==> config.mk <==
export PLATFORM = sky130hd
export DESIGN_NAME = timer_arbiter_flat
export DESIGN_NICKNAME = d
export VERILOG_FILES = /design/src/rtl/timer_arbiter_if.sv /design/src/rtl/timer_arbiter.sv /design/src/flat_wrapper.sv
export SDC_FILE = /design/constraint.sdc
export NUM_CORES = 1
export LEC_CHECK = 0
export ABC_CLOCK_PERIOD_IN_PS = 3600
export BUFFER_PORTS_ARGS = -buffer_cell sky130_fd_sc_hd__buf_2
export CAP_MARGIN = 20
export CELL_PAD_IN_SITES_DETAIL_PLACEMENT = 1
export CELL_PAD_IN_SITES_GLOBAL_PLACEMENT = 1
export CORE_ASPECT_RATIO = 0.9
export CORE_MARGIN = 2
export CORE_UTILIZATION = 38
export CTS_BUF_LIST = sky130_fd_sc_hd__clkbuf_16
export DETAILED_ROUTE_END_ITERATION = 8
export GPL_TIMING_DRIVEN = 0
export PLACE_DENSITY = 0.9
export SETUP_SLACK_MARGIN = 0.02
export SLEW_MARGIN = 20
export SYNTH_ARGS = -nofsm -noshare
export SYNTH_HDL_FRONTEND = slang
export SYNTH_SLANG_ARGS = --single-unit
==> constraint.sdc <==
create_clock -name clk -period 3.6 [get_ports clk]
set_input_delay 0.72 -clock clk [delete_from_list [all_inputs] [get_ports clk]]
set_output_delay 0.72 -clock clk [all_outputs]
set_load 0.05 [all_outputs]
==> src/rtl/timer_arbiter_if.sv <==
// timer_arbiter_if: request/grant bundle between the clients and the shared interval timer
// master drives req, duration and abort; slave drives grant, busy, done and count
interface timer_arbiter_if #(
    parameter int NUM_REQ            = 4,
    parameter int COUNTER_BIT_NUMBER = 8
);
    logic [NUM_REQ-1:0]                    req;
    logic [NUM_REQ*COUNTER_BIT_NUMBER-1:0] duration;
    logic                                  abort;
    logic [NUM_REQ-1:0]                    grant;
    logic                                  busy;
    logic [NUM_REQ-1:0]                    done;
    logic [COUNTER_BIT_NUMBER-1:0]         count;
    modport master (output req, duration, abort, input grant, busy, done, count);
    modport slave  (input req, duration, abort, output grant, busy, done, count);
endinterface

==> src/rtl/timer_arbiter.sv <==
// timer_arbiter: round-robin owner selection for one shared interval counter
// clk, reset_n (sync, active low); bus.slave: req/duration/abort in, grant/busy/done/count out
module timer_arbiter #(
    parameter int NUM_REQ            = 4,
    parameter int COUNTER_BIT_NUMBER = 8
) (
    input logic           clk,
    input logic           reset_n,
    timer_arbiter_if.slave bus
);
    localparam int W  = COUNTER_BIT_NUMBER;
    localparam int IW = $clog2(NUM_REQ);
    typedef enum logic [1:0] {IDLE, RUN, DONE} state_t;
    state_t             state_q, state_d;
    logic [IW-1:0]      last_q, last_d, win;
    logic [W-1:0]       limit_q, limit_d, count_q, count_d;
    logic [NUM_REQ-1:0] grant_q, grant_d, done_q, done_d;
    logic               found;
    int                 idx;
    // first asserted request at or after last+1, wrapping
    always_comb begin
        found = 1'b0;
        win   = '0;
        idx   = 0;
        for (int i = 0; i < NUM_REQ; i++) begin
            idx = (int'(last_q) + 1 + i) % NUM_REQ;
            if (!found && bus.req[IW'(idx)]) begin
                found = 1'b1;
                win   = IW'(idx);
            end
        end
    end
    always_comb begin
        state_d = state_q;
        last_d  = last_q;
        limit_d = limit_q;
        count_d = count_q;
        grant_d = grant_q;
        done_d  = '0;
        case (state_q)
            IDLE: if (found) begin
                state_d = RUN;
                limit_d = bus.duration[win*W +: W];
                count_d = '0;
                grant_d = {{(NUM_REQ-1){1'b0}}, 1'b1} << win;
                last_d  = win;
            end
            RUN: if (bus.abort) begin
                state_d = IDLE;
                grant_d = '0;
                count_d = '0;
            end else if (count_q == limit_q) begin
                state_d = DONE;
                done_d  = grant_q;
            end else begin
                count_d = count_q + 1'b1;
            end
            DONE: begin
                state_d = IDLE;
                grant_d = '0;
                count_d = '0;
            end
            default: state_d = IDLE;
        endcase
    end
    always_ff @(posedge clk) begin
        if (!reset_n) begin
            state_q <= IDLE;
            last_q  <= IW'(NUM_REQ - 1);
            limit_q <= '0;
            count_q <= '0;
            grant_q <= '0;
            done_q  <= '0;
        end else begin
            state_q <= state_d;
            last_q  <= last_d;
            limit_q <= limit_d;
            count_q <= count_d;
            grant_q <= grant_d;
            done_q  <= done_d;
        end
    end
    assign bus.grant = grant_q;
    assign bus.busy  = (state_q != IDLE);
    assign bus.done  = done_q;
    assign bus.count = count_q;
endmodule
==> src/flat_wrapper.sv <==
// flat-port wrapper written by rule: the top's interface ports become plain ports
module timer_arbiter_flat 
#(
    parameter int NUM_REQ            = 4,
    parameter int COUNTER_BIT_NUMBER = 8
)
  (clk, reset_n, bus_req, bus_duration, bus_abort, bus_grant, bus_busy, bus_done, bus_count);
  timer_arbiter_if #(.NUM_REQ(NUM_REQ), .COUNTER_BIT_NUMBER(COUNTER_BIT_NUMBER)) bus_i ();
  input logic clk;
  input logic reset_n;
  input wire logic [$bits(bus_i.req)-1:0] bus_req;
  input wire logic [$bits(bus_i.duration)-1:0] bus_duration;
  input wire logic [$bits(bus_i.abort)-1:0] bus_abort;
  output wire logic [$bits(bus_i.grant)-1:0] bus_grant;
  output wire logic [$bits(bus_i.busy)-1:0] bus_busy;
  output wire logic [$bits(bus_i.done)-1:0] bus_done;
  output wire logic [$bits(bus_i.count)-1:0] bus_count;
  assign bus_i.req = bus_req;
  assign bus_i.duration = bus_duration;
  assign bus_i.abort = bus_abort;
  assign bus_grant = bus_i.grant;
  assign bus_busy = bus_i.busy;
  assign bus_done = bus_i.done;
  assign bus_count = bus_i.count;
  timer_arbiter #(.NUM_REQ(NUM_REQ), .COUNTER_BIT_NUMBER(COUNTER_BIT_NUMBER)) u_core (.clk(clk), .reset_n(reset_n), .bus(bus_i));
endmodule
==> results of run 1 <==
-- routing by layer --
metal	global-route usage, %	wire length [um]	vias to the layer above
li1	-	-	769
met1	23.5	1840	715
met2	34.3	2060	36
met3	2.33	167	5
met4	4.48	42	0
met5	0	0	-
-- path summary, 6_finish.rpt --
| kind | from | to | cells after the start |
|---|---|---|---|
| setup / recovery | u_core.state_q[0]$_SDFFE_PN0P_ | bus_busy | 5 |
| hold / removal | u_core.bus.grant[0]$_SDFFE_PN0P_ | u_core.bus.grant[0]$_SDFFE_PN0P_ | 2 |
| setup reg to reg | u_core.bus.count[6]$_SDFFE_PN0P_ | u_core.bus.count[7]$_SDFFE_PN0P_ | 6 |
| hold reg to reg | u_core.bus.grant[0]$_SDFFE_PN0P_ | u_core.bus.grant[0]$_SDFFE_PN0P_ | 2 |
-- registers in the layout, summed over array words and instances (netlist names) --
register / cells
u_core.bus.grant: 4
u_core.bus.count: 8
u_core.last_q: 2
u_core.state_q: 2
u_core.bus.done: 4
u_core.limit_q: 8
-- placed cells by master (no fill, tap or decap), drive strengths merged, types with 2 or more instances in the layout --
cell type / count
nor2: 4
nor2b: 4
buf: 59
nor3b: 2
nor4: 2
nand2: 15
xnor2: 8
inv: 4
dfxtp: 28
nand3b: 3
clkbuf: 7
o221ai: 8
and2: 2
mux2i: 18
ha: 4
nor3: 2
and3: 5
nand4: 5
o21ai: 5
a21oi: 13
a211oi: 3
or3: 7
nand3: 13
o211ai: 3
o22ai: 2
-- kinds of logic (layout without fill, tap and decap cells) --
logic type	Yosys count	count (layout)
AND/OR/NAND/NOR	67	67
AO/OA/AOI/OAI	37	37
flip-flops	28	28
multiplexers	18	18
buffers and inverters	13	71
XOR/XNOR	8	8
adder cells (fa/ha/maj)	4	4
-- area by class of cell --
| cell class | count | area (um^2) | share of cell area (%) |
|---|---|---|---|
| Sequential cell | 28 | 561 | 28.4 |
| Multi-Input combinational cell | 134 | 951 | 48.1 |
| Inverter | 5 | 18.8 | 0.949 |
| Timing Repair Buffer | 55 | 275 | 13.9 |
| Buffer | 8 | 36.3 | 1.84 |
| Tap cell | 48 | 60.1 | 3.04 |
| Clock buffer | 3 | 75.1 | 3.80 |
-- through the flow --
stage	instance area [um^2]	worst slack [ns]	hold slack, ns	utilization, %	power, uW
after detailed placement	1900	1.18	0.457	47.3	707
after global routing	1980	1.29	0.508	49.2	1010
after global placement	1900	1.20	0.452	47.3	695
after CTS	1980	1.37	0.465	49.2	958
after floorplan	1570	1.62	0.475	-	618
final	1980	1.38	0.463	49.2	953
-- worst max-delay path, delay by kind of cell (launching register included) --
kind       cells  cell delay (ns)
flops          1             0.39
fa+ha+maj      1             0.19
buf+inv        4             0.65
-- report_power, final --
part | switching [uW] | total (uW) | internal [uW]
sequential | 31.1 | 379 | 348
combinational | 192 | 320 | 128
clock | 106 | 253 | 148
total | 329 | 953 | 624
==> run metrics, run 1 <==
post-synth net total=218; Peak supply drop=0.206 mV; Initial Utilization=39.0%; Detail Route Antenna Nets=0; global-route wire length before repair=7.08 mm; grt ovf=0; crit path capture type=output port; P_leak=0.000889 uW; drt first-iter violations=59; Worst slew margin=56.9%; number of diodes=0; CTS tree=done; Max Cap Viol=0; largest family of logic cells by synthesized area=simple AND/OR/NAND/NOR gates; DR DRC count=0; part of the cycle the worst path needs=61.6%; initial antenna violation count=0; syn_area_per_cell=8.95 um^2; H-tree levels=1; Setup TNS Final=0 ns; Adder-Cell Fraction of Synth Area=approximately 3.2%; Layout fillers=497; Die H=64.9 um; dpl cells=approximately 280; # hold bufs at CTS=0; status=complete, no violations; Final Hold Viols=0; final setup vio count=0; Synth top cells by count=dfxtp_1, mux2i_1, nand2_1, nand3_1, a21oi_1; critical path class=flop to output port; fin cells=281; flops & latches, synth=28; port bufs=55; Critical Path RT=2.88 ns; Synth top area share=35.8%; final WL=between 4 and 5 mm; Hold Path Class=flop to flop; sequential fraction of the synthesis area=35.8%; Core Footprint=4020 um^2; Max Root-Sink Buffers=2; Setup Skew=0.00234 ns; CTS clk-pin slew, worst paths=0.07 ns; vias in the first global route=about 1600; Final #Nets=approximately 280; via count=between 1500 and 2000; Root Driver=clkbuf_16; top-count cell post-synth=dfxtp_1; Synth warnings=0; cell taking the most area after synthesis=dfxtp_1; cell area power density=482 nW/um^2; complex-gate fraction of the synthesized area=16.2%; min Tclk post-route=2.22 ns; Chip Width=71.7 um; most used flip-flop cell after synthesis=dfxtp_1; clk sink count=28; crit-path max FO=8; I/O pin count=56; XOR/XNOR share of the synthesized area=4.47%; Post-synth EDFFs=0; Slowest-stage cell, CP=dfxtp_1; cell count after synthesis=175; Post-CTS Resized=0; Mapped Area=1570 um^2; Placer Congestion=0.836; critical path startpoint category=flop; Max Slew Vio Count=0; DRT Pass-1 Iters=4; Worst Tran Pin Value=0.643 ns; library cells used by synthesis=37; die area=4650 um^2; wire length per cell=roughly 15 um; vias per cell=5.43; asr flop ratio synth=0%; Tot GR Track Use=18.9%; multiplexer share of the synthesized area=11.5%; HPWL Detailed=3.22 mm; # Post-CTS Setup Buffers=0; simple-gate portion of the synthesized area=~25%; layout cell share with drive strength beyond 1=between 30% and 40%; # rows=22; P&R area growth vs syn=26.2%; largest net degree at the start of global routing=15; fmax=451 MHz; RSZ-0062 raised after global routing=false; worst skew pair latency=0.26 ns; synth top area cells=dfxtp_1, mux2i_1, o221ai_1; CP cell instances=inv_1 -> ha_1 -> clkbuf_1 -> inv_1 -> buf_2; CP peak stage delay=0.39 ns; TritonCTS buffer count=3; crit path DAT=1.50 ns; CP most frequent cell=inv_1; R2R Setup Slk=1.57 ns
No activity file was read; power rests on OpenSTA's default activity.
==> run 2, diff against run 1 <==
--- a/config.mk
+++ b/config.mk
@@ -5,18 +5,19 @@
 export SDC_FILE = /design/constraint.sdc
 export NUM_CORES = 1
 export LEC_CHECK = 0
-export ABC_CLOCK_PERIOD_IN_PS = 3600
+export ABC_AREA = 1
+export ABC_CLOCK_PERIOD_IN_PS = 2150
 export BUFFER_PORTS_ARGS = -buffer_cell sky130_fd_sc_hd__buf_2
 export CAP_MARGIN = 20
 export CELL_PAD_IN_SITES_DETAIL_PLACEMENT = 1
 export CELL_PAD_IN_SITES_GLOBAL_PLACEMENT = 1
 export CORE_ASPECT_RATIO = 0.9
 export CORE_MARGIN = 2
-export CORE_UTILIZATION = 38
+export CORE_UTILIZATION = 37
 export CTS_BUF_LIST = sky130_fd_sc_hd__clkbuf_16
 export DETAILED_ROUTE_END_ITERATION = 8
 export GPL_TIMING_DRIVEN = 0
-export PLACE_DENSITY = 0.9
+export PLACE_DENSITY = 0.87
 export SETUP_SLACK_MARGIN = 0.02
 export SLEW_MARGIN = 20
 export SYNTH_ARGS = -nofsm -noshare
==> constraint.sdc (replaced) <==
create_clock -name clk -period 2.15 [get_ports clk]
set_input_delay 0.43 -clock clk [delete_from_list [all_inputs] [get_ports clk]]
set_output_delay 0.43 -clock clk [all_outputs]
set_load 0.05 [all_outputs]
==> run metrics, run 2 <==
die area=6090 um^2 (was 4650 um^2); DP Area=2390 um^2 (was 1900 um^2); Max Slew Vio Count=0 (unchanged); worst hold slack=0.444 ns (was 0.463 ns); Chip Width=82.0 um (was 71.7 um); CTS tree=done (unchanged); Tot Pwr=4130 uW (was 953 uW); Root Driver=clkbuf_16 (unchanged); Post-synth EDFFs=0 (unchanged); Synth top cells by count=nand2_1, nor2_1, nand3_1, dfxtp_1, inv_1 (was dfxtp_1, mux2i_1, nand2_1, nand3_1, a21oi_1); wire length per cell=14.2 um (was 14.6 um); Detail Route Antenna Nets=0 (unchanged); DR DRC count=0 (unchanged); most common cell after layout, fill and taps aside=nand2_1 (was buf_2); P&R area growth vs syn=24.3% (was 26.2%); Placer Congestion=0.820 (was 0.836); DRT Pass-1 Iters=4 (unchanged); Synth top area share=27.7% (was 35.8%); commonest cells after routing, fill and taps aside=nand2_1, buf_2, nor2_1, nand3_1, dfxtp_1 (was buf_2, dfxtp_1, mux2i_1); HPWL Detailed=4.69 mm (was 3.22 mm); RSZ-0062 raised after global routing=true (was false); I/O pin count=56 (unchanged); port bufs=55 (unchanged); cell taking the most area after synthesis=dfxtp_1 (unchanged); R2R Setup Slk=0.14 ns (was 1.57 ns); part of the cycle the worst path needs=93.4%; vias per cell=5.03 (was 5.43); Mapped Area=2030 um^2 (was 1570 um^2); Slowest-stage cell, CP=dfxtp_1 (unchanged); Die H=74.2 um (was 64.9 um); worst skew pair latency=0.26 ns (about the same); number of diodes=0 (unchanged); status=complete, no violations (unchanged); syn_area_per_cell=6.99 um^2 (was 8.95 um^2); Reg-to-Reg End=u_core.limit_q[7]$_SDFFE_PN0P_ (was u_core.bus.count[7]$_SDFFE_PN0P_); synth top area cells=dfxtp_1, nand2_1, nand3_1 (was dfxtp_1, mux2i_1, o221ai_1); Final Hold Viols=0 (unchanged); Hold Path Class=flop to flop (unchanged); Max Root-Sink Buffers=2 (unchanged); CTS clk-pin slew, worst paths=0.07 ns (about the same); via count=2109 (was 1525); Worst Tran Pin Value=0.443 ns (was 0.643 ns); Synth warnings=0 (unchanged); TritonCTS buffer count=3 (unchanged); final instance area=2520 um^2 (was 1980 um^2); cell area power density=1640 nW/um^2 (was 482 nW/um^2); CP peak stage delay=0.33 ns (was 0.39 ns); CP cell instances=buf_6 -> inv_8 -> nand2_1 -> nand2_2 -> nand2_4 -> nand2_4 -> nor2_4 -> buf_4 -> nand2_4 -> nor2_4 -> inv_2 -> nand2_4 -> inv_4 -> buf_4 -> o21ai_1 -> nor2_1 (was inv_1 -> ha_1 -> clkbuf_1 -> inv_1 -> buf_2); grt ovf=0 (unchanged); vias in the first global route=2153 (was 1587); P_leak=0.00120 uW (was 0.000889 uW); crit path capture type=flop (was output port); global-route wire length before repair=9.86 mm (was 7.08 mm); Max Cap Viol=0 (unchanged); Final #Nets=396 (was 278); layout cell share with drive strength beyond 1=34.9% (was 30.0%); sequential fraction of the synthesis area=27.7% (was 35.8%); final setup vio count=0 (unchanged); Core Footprint=5260 um^2 (was 4020 um^2); Critical R2R Launch=u_core.last_q[0]$_SDFFE_PN1P_ (was u_core.bus.count[6]$_SDFFE_PN0P_); final WL=5.93 mm (was 4.11 mm); Critical Path Sink=u_core.limit_q[7]$_SDFFE_PN0P_ (was bus_busy); cells on worst reg2reg path=16 (was 6); critical path class=flop to flop (was flop to output port); H-tree levels=1 (unchanged); initial antenna violation count=0 (unchanged); min Tclk post-route=2.01 ns; drt first-iter violations=76 (was 59); Setup Skew=0.00475 ns (was 0.00234 ns); library cells used by synthesis=29 (was 37); Worst slew margin=70.5% (was 56.9%); cell count after synthesis=290 (was 175); Tot GR Track Use=20.5% (was 18.9%); dpl cells=412 (was 278); crit path DAT=2.17 ns (was 1.50 ns); Critical Path RT=2.31 ns (was 2.88 ns); CP most frequent cell=nand2_4 (was inv_1); fmax=498 MHz; critical path startpoint category=flop (unchanged); asr flop ratio synth=0% (unchanged); Worst Setup SP=u_core.last_q[0]$_SDFFE_PN1P_ (was u_core.state_q[0]$_SDFFE_PN0P_); flops & latches, synth=28 (unchanged); Hold Startpoint=u_core.bus.grant[2]$_SDFFE_PN0P_ (was u_core.bus.grant[0]$_SDFFE_PN0P_); # rows=25 (was 22); Peak supply drop=1.17 mV (was 0.206 mV); top-count cell post-synth=nand2_1 (was dfxtp_1); fin cells=419 (was 281); most used flip-flop cell after synthesis=dfxtp_1 (unchanged); post-synth net total=333 (was 218); Initial Utilization=38.6% (was 39.0%); clk sink count=28 (unchanged); crit-path max FO=10 (was 8); largest net degree at the start of global routing=17 (was 15)
[run 2: kinds of logic after synthesis]
group                      count (synthesis)  synth area share (%)
AOI/OAI and AO/OA                         28                  7.47
xor gates and xnor gates                  11                  4.75
adders and majority gates                  4                  2.47
buffers and inverters                     35                  9.20
DFF                                       28                  27.7
and+or+nand+nor                          184                  48.5
[run 2: worst min path at each step]
| stage | slack (ns) | cells past startpoint | end |
|---|---|---|---|
| after global routing | 0.48 | 2 | u_core.bus.done[1]$_SDFF_PP0_ |
| final | 0.44 | 2 | u_core.bus.done[2]$_SDFF_PP0_ |
| after CTS | 0.45 | 2 | u_core.bus.done[2]$_SDFF_PP0_ |
| after global placement | 0.43 | 2 | u_core.bus.done[2]$_SDFF_PP0_ |
| after detailed placement | 0.44 | 2 | u_core.bus.done[1]$_SDFF_PP0_ |
| after floorplan | 0.46 | 2 | u_core.state_q[1]$_SDFFE_PN0P_ |
[run 2: worst max-delay path, delay by kind of cell, from the launching register on]
kind                   cells  cell delay [ns]
AO/OA/AOI/OAI              1             0.19
AND/OR/NAND/NOR            9             0.75
flip-flops                 1             0.33
buffers and inverters      6             0.62
[run 2: timing repair]
| item | in CTS | in global routing |
|---|---|---|
| resized for setup | 0 | 3 |
| endpoints found under the hold margin | 0 | 0 |
| buffers inserted | 0 | 3 |
| hold buffers | 0 | 0 |
| setup endpoints to repair | 0 | 2 |
[run 2: where the power goes]
part | total, uW | leakage (uW) | internal [uW] | switching [uW]
logic | 2830 | 0.000925 | 982 | 1840
clock network | 558 | 0.0000511 | 371 | 187
registers | 751 | 0.000229 | 642 | 109
total | 4130 | 0.00120 | 1990 | 2140
[run 2: final cells by class]
type	count	area (um^2)
repair buffers	58	298
multi-input cells	227	1280
flip-flops and latches	28	562
inverters	27	119
clock inverters	1	30.0
clock buffers	3	75.1
fillers	697	2740
well taps	67	83.8
plain buffers	8	67.6
[run 2: per-layer routing]
metal,vias up,GRT usage (%),share of wire [%]
li1,1065,-,-
met1,996,25.3,46
met2,44,38.3,50
met3,4,3.88,3.8
met4,0,2.04,0.67
met5,-,0,0
[run 2: per-stage QoR]
step	utilization [%]	worst slack (ns)	TNS (ns)
5_1_grt	48.0	-0.0330	-0.0330
3_3_place_gp	45.4	0.177	0
2_1_floorplan	-	0.332	0
3_5_place_dp	45.4	0.116	0
6_report	48.0	0.143	0
4_1_cts	47.4	0.147	0
